===== src/rtl/stopwatch_ctrl.sv =====
// stopwatch_ctrl: sequencing controller for a two-stage digit-counter cascade
// (units stage 0, tens stage 1) forming a 00..(MOD1-1)(MOD0-1) stopwatch.
// A prescaler turns the system clock into count ticks while running; on each
// tick the stage counts read back on d0/d1 decide between incrementing stage 0,
// wrapping stage 0 and carrying into stage 1, or wrapping both (overflow).
//
// Ports:
//   NEclk       system clock, all state changes on the falling edge
//   Nreset      asynchronous active-low reset
//   start_stop  debounced level, rising edge toggles run/pause
//   clear       debounced level, requests zeroing (IDLE/PAUSE only)
//   d0, d1      current counts of stage 0 / stage 1
//   en0, en1    one-cycle enables to the stage counters
//   Nclr0/1     one-cycle active-low clears to the stage counters
//   running     high while in RUN
//   tick        one-cycle pulse per prescaled period
//   ovf         sticky full-wrap flag, cleared by CLR or reset
module stopwatch_ctrl #(
  parameter int unsigned PRESC   = 10,
  parameter int unsigned PRESC_W = 4,
  parameter int unsigned DIGIT_W = 4,
  parameter int unsigned MOD0    = 10,
  parameter int unsigned MOD1    = 6
) (
  input  logic               NEclk,
  input  logic               Nreset,
  input  logic               start_stop,
  input  logic               clear,
  input  logic [DIGIT_W-1:0] d0,
  input  logic [DIGIT_W-1:0] d1,
  output logic               en0,
  output logic               en1,
  output logic               Nclr0,
  output logic               Nclr1,
  output logic               running,
  output logic               tick,
  output logic               ovf
);

  localparam logic [PRESC_W-1:0] PCNT_LAST = PRESC_W'(PRESC - 1);
  localparam logic [PRESC_W-1:0] PCNT_ONE  = PRESC_W'(1);
  localparam logic [DIGIT_W-1:0] D0_LAST   = DIGIT_W'(MOD0 - 1);
  localparam logic [DIGIT_W-1:0] D1_LAST   = DIGIT_W'(MOD1 - 1);

  typedef enum logic [1:0] {
    IDLE  = 2'd0,
    RUN   = 2'd1,
    PAUSE = 2'd2,
    CLR   = 2'd3
  } state_t;

  state_t             state_q, state_d;
  logic [PRESC_W-1:0] pcnt_q, pcnt_d;
  logic               prev_ss_q;
  logic               press_c;
  logic               en0_d, en1_d, nclr0_d, nclr1_d, tick_d, ovf_d;

  // Rising-edge detect of the start/stop level.
  assign press_c = start_stop & ~prev_ss_q;

  // Next state, prescaler and next-cycle output pulses.
  always_comb begin
    state_d = state_q;
    pcnt_d  = pcnt_q;
    en0_d   = 1'b0;
    en1_d   = 1'b0;
    nclr0_d = 1'b1;
    nclr1_d = 1'b1;
    tick_d  = 1'b0;
    ovf_d   = ovf;

    case (state_q)
      // clear takes priority over a simultaneous press when stopped
      IDLE: begin
        if (clear) begin
          state_d = CLR;
        end else if (press_c) begin
          state_d = RUN;
          pcnt_d  = '0;
        end
      end
      // A press on the terminal count holds pcnt, so the tick is deferred
      // to the first RUN cycle after resuming.
      RUN: begin
        if (press_c) begin
          state_d = PAUSE;
        end else if (pcnt_q == PCNT_LAST) begin
          pcnt_d = '0;
          tick_d = 1'b1;
          if (d0 < D0_LAST) begin
            en0_d = 1'b1;
          end else begin
            // out-of-range units also wrap
            nclr0_d = 1'b0;
            if (d1 < D1_LAST) begin
              en1_d = 1'b1;
            end else begin
              nclr1_d = 1'b0;
              ovf_d   = 1'b1;
            end
          end
        end else begin
          pcnt_d = pcnt_q + PCNT_ONE;
        end
      end
      PAUSE: begin
        if (clear) begin
          state_d = CLR;
        end else if (press_c) begin
          state_d = RUN;
        end
      end
      CLR: begin
        state_d = IDLE;
      end
      default: begin
        state_d = IDLE;
      end
    endcase

    // Entering CLR zeroes both stages for exactly the CLR cycle.
    if (state_d == CLR) begin
      nclr0_d = 1'b0;
      nclr1_d = 1'b0;
      pcnt_d  = '0;
      ovf_d   = 1'b0;
    end
  end

  // State and registered outputs, falling-edge clocked.
  always_ff @(negedge NEclk or negedge Nreset) begin
    if (!Nreset) begin
      state_q   <= IDLE;
      pcnt_q    <= '0;
      prev_ss_q <= 1'b0;
      en0       <= 1'b0;
      en1       <= 1'b0;
      Nclr0     <= 1'b1;
      Nclr1     <= 1'b1;
      running   <= 1'b0;
      tick      <= 1'b0;
      ovf       <= 1'b0;
    end else begin
      state_q   <= state_d;
      pcnt_q    <= pcnt_d;
      prev_ss_q <= start_stop;
      en0       <= en0_d;
      en1       <= en1_d;
      Nclr0     <= nclr0_d;
      Nclr1     <= nclr1_d;
      running   <= (state_d == RUN);
      tick      <= tick_d;
      ovf       <= ovf_d;
    end
  end

endmodule


===== config.mk =====
export PLATFORM = sky130hd
export DESIGN_NAME = stopwatch_ctrl
export DESIGN_NICKNAME = d
export VERILOG_FILES = /design/src/rtl/stopwatch_ctrl.sv
export SDC_FILE = /design/constraint.sdc
export NUM_CORES = 1
export LEC_CHECK = 0
export ABC_AREA = 1
export CAP_MARGIN = 0
export CORE_AREA = 5 5 42 44
export CTS_CLUSTER_SIZE = 14
export DETAILED_ROUTE_END_ITERATION = 10
export DIE_AREA = 0 0 47 49
export DONT_BUFFER_PORTS = 1
export PLACE_DENSITY = 0.65
export SYNTH_ARGS = -nofsm -noshare
export SYNTH_HDL_FRONTEND = slang
export SYNTH_SLANG_ARGS = --single-unit
export TNS_END_PERCENT = 10

===== constraint.sdc =====
create_clock -name NEclk -period 2.1 [get_ports NEclk]
set_clock_uncertainty 0.2 [all_clocks]
set_input_delay 0.315 -clock NEclk [delete_from_list [all_inputs] [get_ports NEclk]]
set_output_delay 0.315 -clock NEclk [all_outputs]
set_load 0.01 [all_outputs]

# Word level (Yosys, flattened, before mapping)
# Index checks and enable logic that the tools add are counted.
# totals
output_inout_bits	7
ff_bits	14
elab_cells	71
inputBits	12
# op_classes
magnitude_cmp	2
n_eq_ne	12
n_addsub	1
muxes	37
bitwise_logic	2
reduce_logical	7
# ops
cell	count
two-way mux 1 bit	27
two-way mux 4 bit	5
inequality test 3 bit, second input constant	3
one-hot mux 4 bit (2 select lines)	1
== test 2 bit, second input constant	3
two-way mux 2 bit	3
inequality test 2 x 1 -> 1 bit, second input constant	3
one-hot mux 2 bit (3 select lines)	1
AND reduction 5 bit	1
adder 4 x 1 -> 4 bit, second input constant	1
== test 2 x 1 -> 1 bit, second input constant	2
== test 4 bit, second input constant	1
< comparator 4 x 3 -> 1 bit, second input constant	1
< comparator 4 bit, second input constant	1
AND reduction 4 bit	1
nonzero test 2 bit	2
nonzero test 3 bit	1
zero test 2 bit	1
OR reduction 2 bit	1
AND 1 bit	1
NOT 1 bit	1

# Longest topological paths before layout
# Gate-level depths: netlist (run 1).
# logic_depth
depth_word	8
depth_mapped	6
depth_no_buf	6

==> reports/metrics.cfg, run 1 <==
[outcome]
status = finished, violations left
violations = setup timing

[worst_hold_path]
hp-start = pcnt_q[1]$_DFFE_NN0P_
worstHoldPathType = reg2reg
hold_depth = 2
worstHoldEndpoint = pcnt_q[1]$_DFFE_NN0P_

[place]
placed_area_sq_um = 782
hpwl_um = 929
place_congestion = 0.778
port_buffers = 0

[route]
vias_per_cell = 5.03
met3RoutedLength_um = 84
drtIter0Drc = 15
routed-wl-met2_um = 571
wl_met1_um = 505
drc = 0
highest_layer = met4
via_count = 488
dr.pass1.iters = 4
antenna_left = 0
wl_mm = 1.19
wl_per_cell_um = 12.2

[clock_network]
hold_buffers = 0
clk_pin_slew_ns = 0.06
htree_num_levels = 1
cts_root_buf = clkbuf_4
cts_buffers = 3
clkLatencyLatePin_ns = 0.28
cts_max_path_buffers = 2
clock_sinks = 14
cts_tree = built

[floorplanning]
coreArea_sq_um = 1400
die_h_um = 49
die_area_sq_um = 2300
die_w_um = 47
ios = 19
start_util_pct = 50.7
rows = 14

[synth]
synth_area_leader_cell = dfrtn_1
synth_area_sq_um = 711
yosys-top-cells-area = dfrtn_1 42%, dfstp_2 7.4%, nand2_1 6.3%
ys_ff_latch = 14
ys_types = 24
synth_top_cell_area_share_pct = 42.3
syn_inst = 74
avgSynthCellArea_sq_um = 9.60
yosys_warnings = 0
synth.yosys.seq_area_share_pct = 49.6
syn-num-nets = 88

[timing]
final-hold-violation-count = 0
rsz0062_at_grt = true
setup_ws_ns = -0.336
setup_viol = 7
drv_slew = 0
tightest_slew_ns = 0.250
final.setup.tns_ns = -1.64
maxSlewHeadroom_pct = 83.3

[global_route]
grt_usage_pct = 12.3
grt_max_degree = 15
grt_overflow = 0
grt_pass1_vias = 468
grt_pass1_wl_mm = 2.04
antenna_found_initial = 0

[worst_setup_path]
r2r_cells = 4
critPathCaptureType = primary output
critPathArrivalTime_ns = 1.92
reg2reg_setup_slack_ns = 0.61
crit_fanout = 1
r2r_end = pcnt_q[3]$_DFFE_NN0P_
r2r_start = pcnt_q[0]$_DFFE_NN0P_
critPathKind = reg2out
critPathLaunchType = flip-flop
cp.depth = 0
required_ns = 1.58

[cells_and_area]
layout_common_cells = 12 x dfrtn_1, 10 x inv_1, 10 x nand2_1
area_growth_pct = 14.4
design_area_sq_um = 813
n_antenna_cell = 0
drive_above_1_share_pct = 33.3
nets = 96
final_common_cell = dfrtn_1

[run]
maxCapViolations = 0

[power]
p_leak_nw = 0.391
peakVddDrop_v = 0.000630
totalPowerFinal_mw = 0.867
powerDensity_nw_per_um2 = 1070

-- worst max-delay path by stage --
stage | startpoint | end | slack (ns)
final | Nclr0$_DFF_NN1_ | Nclr0 | -0.34
after global routing | Nclr0$_DFF_NN1_ | Nclr0 | -0.38
after CTS | Nclr0$_DFF_NN1_ | Nclr0 | -0.35
after detailed placement | start_stop | pcnt_q[0]$_DFFE_NN0P_ | -0.07
after global placement | start_stop | pcnt_q[1]$_DFFE_NN0P_ | -0.05
after floorplan | start_stop | pcnt_q[0]$_DFFE_NN0P_ | -0.02
-- Yosys cell counts --
| library cell | number |
|---|---|
| o21ai_1 | 4 |
| dfrtn_1 | 12 |
| nand4_1 | 3 |
| dfstp_2 | 2 |
| nand3b_1 | 2 |
| nand2_2 | 2 |
| nand3_2 | 2 |
| nor2_8 | 1 |
| nand2_1 | 12 |
| nand2_4 | 1 |
| ha_1 | 2 |
| inv_2 | 3 |
| a21oi_4 | 1 |
| o21ai_4 | 1 |
| or2_2 | 1 |
| inv_1 | 10 |
| nor3_1 | 1 |
| a21oi_1 | 1 |
| nand3_1 | 4 |
| o21ai_0 | 1 |
| nor2_1 | 4 |
| a31oi_1 | 2 |
| nor2_4 | 1 |
| a21oi_2 | 1 |
-- cell families after synthesis --
| family | count (synthesis) | synth area share, % |
|---|---|---|
| AOI/OAI and AO/OA | 11 | 11.8 |
| adders and majority gates | 2 | 3.52 |
| buffers and inverters | 13 | 6.87 |
| DFF | 14 | 49.6 |
| and+or+nand+nor | 34 | 28.2 |
-- state kept, by name, summed over array words and instances (netlist names) --
register   count
prev_ss_q      1
Nclr0          1
tick           1
Nclr1          1
running        1
pcnt_q         4
en0            1
en1            1
state_q        2
ovf            1
-- worst min-delay path, cell delays in order, from the launching register on --
cell and delay (ns):
dfrtn_1 0.47, nand2_1 0.07, o21ai_1 0.07
-- area by class of cell --
type                    count  area [sq um]
clock buffers               3          22.5
repair buffers              2          15.0
fillers                   130           588
well taps                  16          20.0
inverters                  12          47.5
clock inverters             3          12.5
multi-input cells          47           343
flip-flops and latches     14           353
-- power breakdown --
part,internal (mW),switching (mW)
Combinational,0.108,0.173
Clock,0.0746,0.0982
Sequential,0.341,0.0726
-- what timing repair did --
| item | 4_1_cts | 5_1_grt |
|---|---|---|
| pin swaps | 0 | 0 |
| setup buffers | 0 | 0 |
| gates resized for setup | 0 | 0 |
| endpoints found under the setup margin | 7 | 7 |
-- layer usage --
layer | vias to the layer above | global-route usage (%)
met3 | 3 | 4.43
met2 | 13 | 17.4
met4 | 0 | 6.91
li1 | 252 | -
met1 | 220 | 15.7
met5 | - | 0
-- through the flow --
stage	utilization, %	hold WS (ns)	instances	worst slack (ns)
3_3_place_gp	55.8	0.326	92	-0.0539
2_1_floorplan	-	0.280	74	-0.0250
3_5_place_dp	55.8	0.331	92	-0.0687
5_1_grt	58.0	0.358	97	-0.384
6_report	58.0	0.331	97	-0.336
4_1_cts	58.0	0.333	97	-0.347
Power figures use the tool's default switching activity.
==> inputs of run 2 (changes only) <==
--- a/config.mk
+++ b/config.mk
@@ -7,12 +7,11 @@
 export LEC_CHECK = 0
 export ABC_AREA = 1
 export CAP_MARGIN = 0
-export CORE_AREA = 5 5 42 44
+export CORE_MARGIN = 5
+export CORE_UTILIZATION = 49
 export CTS_CLUSTER_SIZE = 14
 export DETAILED_ROUTE_END_ITERATION = 10
-export DIE_AREA = 0 0 47 49
-export DONT_BUFFER_PORTS = 1
-export PLACE_DENSITY = 0.65
+export PLACE_DENSITY = 0.77
 export SYNTH_ARGS = -nofsm -noshare
 export SYNTH_HDL_FRONTEND = slang
 export SYNTH_SLANG_ARGS = --single-unit
==> run 2 against run 1 <==
The flow still finishes with violations (setup timing). Setup slack got worse by 0.073 ns. Critical path depth rose by 1. Sequential share of layout area fell by 10 points. Critical endpoint unchanged. Largest power group is now combinational cells. Highest routed layer unchanged.
==> reports/metrics.cfg, run 2 (synthesized netlist as in run 1, its figures left out) <==
[outcome]
status = finished, violations left  ; unchanged
violations = setup timing  ; unchanged

[worst_setup_path]
critPathKind = reg2out  ; unchanged
cp.depth = 1  ; was 0
critPathArrivalTime_ns = 1.99  ; was 1.92 ns
critPathLaunchType = flip-flop  ; unchanged
cp_cell_sequence = buf_6
reg2reg_setup_slack_ns = 0.60  ; was 0.61 ns
cp_top_family = flip-flops
required_ns = 1.58  ; about the same
crit_fanout = 1  ; unchanged
critPathCaptureType = primary output  ; unchanged
cpMaxStageDelayCell = dfstp_2
critPathBufInv = 1
r2r_cells = 4  ; unchanged
slowest_delay_ns = 0.52

[floorplanning]
start_util_pct = 53.3  ; was 50.7%
coreArea_sq_um = 1330  ; was 1400 sq um
rows = 13  ; was 14
ios = 19  ; unchanged
die_w_um = 48.1  ; was 47 um
die_area_sq_um = 2310  ; was 2300 sq um
die_h_um = 48.1  ; was 49 um

[timing]
drv_slew = 0  ; unchanged
maxSlewHeadroom_pct = 82.7  ; was 83.3%
setup_viol = 12  ; was 7
final-hold-violation-count = 0  ; unchanged
rsz0062_at_grt = true  ; unchanged
setup_ws_ns = -0.409  ; was -0.336 ns
tightest_slew_ns = 0.259  ; was 0.250 ns
hold-worst-slack_ns = 0.291  ; was 0.331 ns

[place]
hpwl_mm = 1.23  ; was 929 um
placed_area_sq_um = 1010  ; was 782 sq um
port_buffers = 18  ; was 0
place_congestion = 0.833  ; was 0.778
dp_cells = 116  ; was 92

[worst_hold_path]
hold_depth = 2  ; unchanged
worstHoldPathType = reg2reg  ; unchanged

[cells_and_area]
layout_common_cells = 12 x dfrtn_1, 10 x inv_1, 10 x nand2_1  ; unchanged
largestRegisters = pcnt_q: 4 flops, state_q: 2 flops  ; unchanged
nets = 122  ; was 96
top_register = pcnt_q  ; unchanged
drive_above_1_share_pct = 42.1  ; was 33.3%
largest_reg_flops = 4  ; unchanged
area_growth_pct = 49.3  ; was 14.4%
n_antenna_cell = 0  ; unchanged
final_common_cell = dfrtn_1  ; unchanged
design_area_sq_um = 1060  ; was 813 sq um
instances_no_fill = 122  ; was 97
fillers = 96  ; was 130

[route]
vias_per_cell = 4.96  ; was 5.03
antenna_left = 0  ; unchanged
wl_per_cell_um = 12.2  ; about the same
wl_mm = 1.49  ; was 1.19 mm
drtIter0Drc = 1  ; was 15
drc = 0  ; unchanged
dr.pass1.iters = 4  ; unchanged
via_count = 605  ; was 488

[power]
totalPowerFinal_mw = 0.986  ; was 0.867 mW
p_sw_mw = 0.382  ; was 0.344 mW
p_leak_nw = 0.530  ; was 0.391 nW
power.share.clock_pct = 17.4  ; was 19.9%
seq_power_share_pct = 41.1  ; was 47.7%
power.share.switching_pct = 38.7  ; was 39.7%
peakVddDrop_v = 0.000738  ; was 0.000630 V
powerDensity_nw_per_um2 = 929  ; was 1070 nW/um^2
pwr-share-comb_pct = 41.5  ; was 32.4%
internal_power_mw = 0.605  ; was 0.523 mW

[global_route]
grt_usage_pct = 15.0  ; was 12.3%
grt_overflow = 0  ; unchanged
grt_pass1_vias = 566  ; was 468
antenna_found_initial = 0  ; unchanged
grt_max_degree = 9  ; was 15
grt_pass1_wl_mm = 2.35  ; was 2.04 mm

[clock_network]
cts_root_buf = clkbuf_4  ; unchanged
htree_num_levels = 1  ; unchanged
cts_buffers = 3  ; unchanged
cts_max_path_buffers = 2  ; unchanged
hold_buffers = 0  ; unchanged
clk_pin_slew_ns = 0.06  ; about the same
clkLatencyLatePin_ns = 0.28  ; about the same
clock_sinks = 14  ; unchanged
cts_tree = built  ; unchanged

[run]
maxCapViolations = 0  ; unchanged

run 2: cell types whose count changed in the layout (fill, tap and decap cells not counted), moves of 4 or more:
| cell | change |
|---|---|
| buf_2 | +5 |
| buf_4 | +7 |
| buf_6 | +4 |
| clkdlybuf4s50_1 | +9 |
run 2: routing by layer:
metal	vias to the layer above	global-route usage [%]	routed length [um]
li1	310	-	-
met1	281	18.3	607
met2	12	25.6	798
met3	2	4.89	74
met4	0	3.23	5
met5	-	0	0
run 2: power by group through the flow:
| stage | sequential (mW) | clock (mW) | combinational (mW) |
|---|---|---|---|
| after floorplan | 0.404 | 0.00895 | 0.238 |
| after global placement | 0.403 | 0.00895 | 0.382 |
| after detailed placement | 0.406 | 0.00895 | 0.392 |
| after CTS | 0.405 | 0.176 | 0.409 |
| after global routing | 0.414 | 0.194 | 0.459 |
| final | 0.405 | 0.172 | 0.410 |
run 2: final cells by class:
| class | instances | area (sq um) | area share (%) |
|---|---|---|---|
| clock inverter | 2 | 7.51 | 0.708 |
| sequential | 14 | 353 | 33.3 |
| multi-input combinational | 47 | 368 | 34.7 |
| timing repair buffer | 28 | 240 | 22.6 |
| inverter | 12 | 47.5 | 4.48 |
| clock buffer | 4 | 26.3 | 2.48 |
| tap | 15 | 18.8 | 1.77 |
run 2: worst paths after layout:
path	endpoint	start
max in group asynchronous	en1$_DFF_NN0_	Nreset
worst min register to register	ovf$_DFFE_NN0P_	ovf$_DFFE_NN0P_
worst max register to register	pcnt_q[2]$_DFFE_NN0P_	pcnt_q[0]$_DFFE_NN0P_
worst max-delay path	Nclr0	Nclr0$_DFF_NN1_
worst min-delay path	ovf$_DFFE_NN0P_	ovf$_DFFE_NN0P_
min in group asynchronous	prev_ss_q$_DFF_NN0_	Nreset
run 2: per-stage QoR:
step | setup TNS, ns | utilization (%) | setup WS (ns)
2_1_floorplan | -0.0399 | - | -0.0250
3_3_place_gp | -10.45 | 76.0 | -0.645
3_5_place_dp | -10.73 | 76.0 | -0.677
4_1_cts | -5.67 | 78.0 | -0.422
5_1_grt | -3.02 | 79.5 | -0.450
6_report | -2.56 | 79.5 | -0.409
run 2: timing repair:
item	CTS	global route
gates resized for setup	33	8
buffers inserted	0	1
endpoints found under the setup margin	20	20
pin swaps	3	3
==> inputs of run 3 (changes only) <==
--- a/config.mk
+++ b/config.mk
@@ -9,9 +9,9 @@
 export CAP_MARGIN = 0
 export CORE_MARGIN = 5
 export CORE_UTILIZATION = 49
-export CTS_CLUSTER_SIZE = 14
 export DETAILED_ROUTE_END_ITERATION = 10
 export PLACE_DENSITY = 0.77
+export SKIP_LAST_GASP = 1
 export SYNTH_ARGS = -nofsm -noshare
 export SYNTH_HDL_FRONTEND = slang
 export SYNTH_SLANG_ARGS = --single-unit
==> run 3 against run 2 <==
The flow still finishes with violations (setup timing). Via count is 0.99% higher. Routed wire length increased by 2.8%. First-iteration DRC count rose to 8.0 times the previous value. Flip-flop and latch count did not move. Sequential share of layout area shrank 0.23 points. Final area is 0.71% higher. Combinational power shrank 2%. Highest routed layer is now met3.
==> reports/metrics.cfg, run 3 (synthesized netlist as in run 1, its figures left out) <==
[outcome]
status = finished, violations left  ; unchanged
violations = setup timing  ; unchanged

[power]
peakVddDrop_v = 0.000750  ; was 0.000738 V
powerDensity_nw_per_um2 = 916  ; was 929 nW/um^2
p_leak_nw = 0.537  ; was 0.530 nW
pwr-share-comb_pct = 41.1  ; was 41.5%
internal_power_mw = 0.602  ; was 0.605 mW
power.share.clock_pct = 17.6  ; was 17.4%
seq_power_share_pct = 41.3  ; was 41.1%
power.share.switching_pct = 38.5  ; was 38.7%
p_sw_mw = 0.377  ; was 0.382 mW

[cells_and_area]
top_register = pcnt_q  ; unchanged
area_growth_pct = 50.4  ; was 49.3%
final_common_cell = dfrtn_1  ; unchanged
largest_reg_flops = 4  ; unchanged
utilization_pct = 80.1  ; was 79.5%
drive_above_1_share_pct = 36.4  ; was 42.1%
nets = 122  ; unchanged
n_antenna_cell = 0  ; unchanged
largestRegisters = pcnt_q: 4 flops, state_q: 2 flops  ; unchanged
layout_common_cells = 12 x dfrtn_1, 10 x inv_1, 10 x nand2_1  ; unchanged

[place]
place_congestion = 0.833  ; unchanged
dp_slack_ns = -0.677  ; unchanged
hpwl_mm = 1.23  ; unchanged
port_buffers = 18  ; unchanged

[run]
maxCapViolations = 0  ; unchanged

[worst_setup_path]
reg2reg_setup_slack_ns = 0.58  ; was 0.60 ns
critPathKind = reg2out  ; unchanged
r2r_start = pcnt_q[0]$_DFFE_NN0P_  ; unchanged
cp_cell_sequence = buf_6  ; unchanged
slowest_delay_ns = 0.52  ; about the same
crit_path_end = Nclr0  ; unchanged
r2r_end = pcnt_q[2]$_DFFE_NN0P_  ; unchanged
cp_top_family = flip-flops  ; unchanged
critPathArrivalTime_ns = 1.99  ; about the same
cpMaxStageDelayCell = dfstp_2  ; unchanged
critPathCaptureType = primary output  ; unchanged
cp.depth = 1  ; unchanged
r2r_cells = 4  ; unchanged
required_ns = 1.58  ; about the same
startpoint = Nclr0$_DFF_NN1_  ; unchanged
critPathBufInv = 1  ; unchanged
crit_fanout = 1  ; unchanged
critPathLaunchType = flip-flop  ; unchanged

[timing]
setup_ws_ns = -0.408  ; was -0.409 ns
final-hold-violation-count = 0  ; unchanged
tightest_slew_ns = 0.262  ; was 0.259 ns
drv_slew = 0  ; unchanged
hold-worst-slack_ns = 0.295  ; was 0.291 ns
setup_viol = 12  ; unchanged
maxSlewHeadroom_pct = 82.5  ; was 82.7%
final.setup.tns_ns = -3.40  ; was -2.56 ns
rsz0062_at_grt = true  ; unchanged

[clock_network]
htree_num_levels = 1  ; unchanged
clkLatencyLatePin_ns = 0.28  ; about the same
clock_sinks = 14  ; unchanged
cts_tree = built  ; unchanged
hold_buffers = 0  ; unchanged
cts_root_buf = clkbuf_4  ; unchanged
clk_pin_slew_ns = 0.06  ; about the same
cts_buffers = 3  ; unchanged
cts_max_path_buffers = 2  ; unchanged

[floorplanning]
die_area_sq_um = 2310  ; unchanged
die_h_um = 48.1  ; unchanged
rows = 13  ; unchanged
ios = 19  ; unchanged
coreArea_sq_um = 1330  ; unchanged
die_w_um = 48.1  ; unchanged
start_util_pct = 53.3  ; unchanged

[global_route]
grt_overflow = 0  ; unchanged
grt_usage_pct = 15.2  ; was 15.0%
antenna_found_initial = 0  ; unchanged
grt_max_degree = 9  ; unchanged
grt_pass1_vias = 581  ; was 566
grt_pass1_wl_mm = 2.39  ; was 2.35 mm

[route]
wl_met1_um = 638  ; was 607 um
routed-wl-met2_um = 821  ; was 798 um
met3RoutedLength_um = 67  ; was 74 um
antenna_left = 0  ; unchanged
via_count = 611  ; was 605
dr.pass1.iters = 4  ; unchanged
highest_layer = met3  ; was met4
drtIter0Drc = 8  ; was 1
wl_per_cell_um = 12.5  ; was 12.2 um
wl_mm = 1.53  ; was 1.49 mm
vias_per_cell = 5.01  ; was 4.96
drc = 0  ; unchanged

[worst_hold_path]
worstHoldPathType = reg2reg  ; unchanged

## run 3: cell count changes in the layout (fill, tap and decap cells not counted), sizes merged
cell,previous run,this run
buf,18,13
dlygate4sd2,0,4
clkdlybuf4s15,0,1
## run 3: worst min path at each step
| stage | end | depth (start not counted) | slack [ns] | from |
|---|---|---|---|---|
| after global routing | pcnt_q[3]$_DFFE_NN0P_ | 2 | 0.34 | pcnt_q[3]$_DFFE_NN0P_ |
| after detailed placement | ovf$_DFFE_NN0P_ | 2 | 0.30 | ovf$_DFFE_NN0P_ |
| final | ovf$_DFFE_NN0P_ | 2 | 0.30 | ovf$_DFFE_NN0P_ |
| after floorplan | pcnt_q[3]$_DFFE_NN0P_ | 2 | 0.28 | pcnt_q[3]$_DFFE_NN0P_ |
| after global placement | ovf$_DFFE_NN0P_ | 2 | 0.29 | ovf$_DFFE_NN0P_ |
| after CTS | ovf$_DFFE_NN0P_ | 2 | 0.30 | ovf$_DFFE_NN0P_ |
## run 3: area by class of cell
type,count,area [sq um]
Tap cell,15,18.8
Multi-Input combinational cell,47,355
Clock buffer,4,26.3
Fill cell,96,265
Sequential cell,14,353
Clock inverter,2,7.51
Inverter,12,47.5
Timing Repair Buffer,28,260
## run 3: metal layers
metal	vias up	GRT usage, %
met5	-	0
met4	0	3.23
met3	0	4.89
met2	8	26.1
met1	293	18.6
li1	310	-
## run 3: power groups by stage
stage | logic (mW) | registers, mW | clock network [mW]
after global routing | 0.452 | 0.414 | 0.194
after detailed placement | 0.392 | 0.406 | 0.00895
after floorplan | 0.238 | 0.404 | 0.00895
after CTS | 0.389 | 0.404 | 0.176
final | 0.402 | 0.405 | 0.172
after global placement | 0.382 | 0.403 | 0.00895
## run 3: stage by stage
stage	power (mW)	cell area, sq um	instances
final	0.979	1070	122
after global routing	1.06	1070	122
after CTS	0.970	1040	121
after detailed placement	0.808	1010	116
after global placement	0.794	1010	116
after floorplan	0.651	747	74
## run 3: repair_timing
item / 4_1_cts / 5_1_grt
buffers inserted: 0 / 1
setup endpoints to repair: 20 / 20
gates resized for setup: 16 / 9
pin swaps: 0 / 3
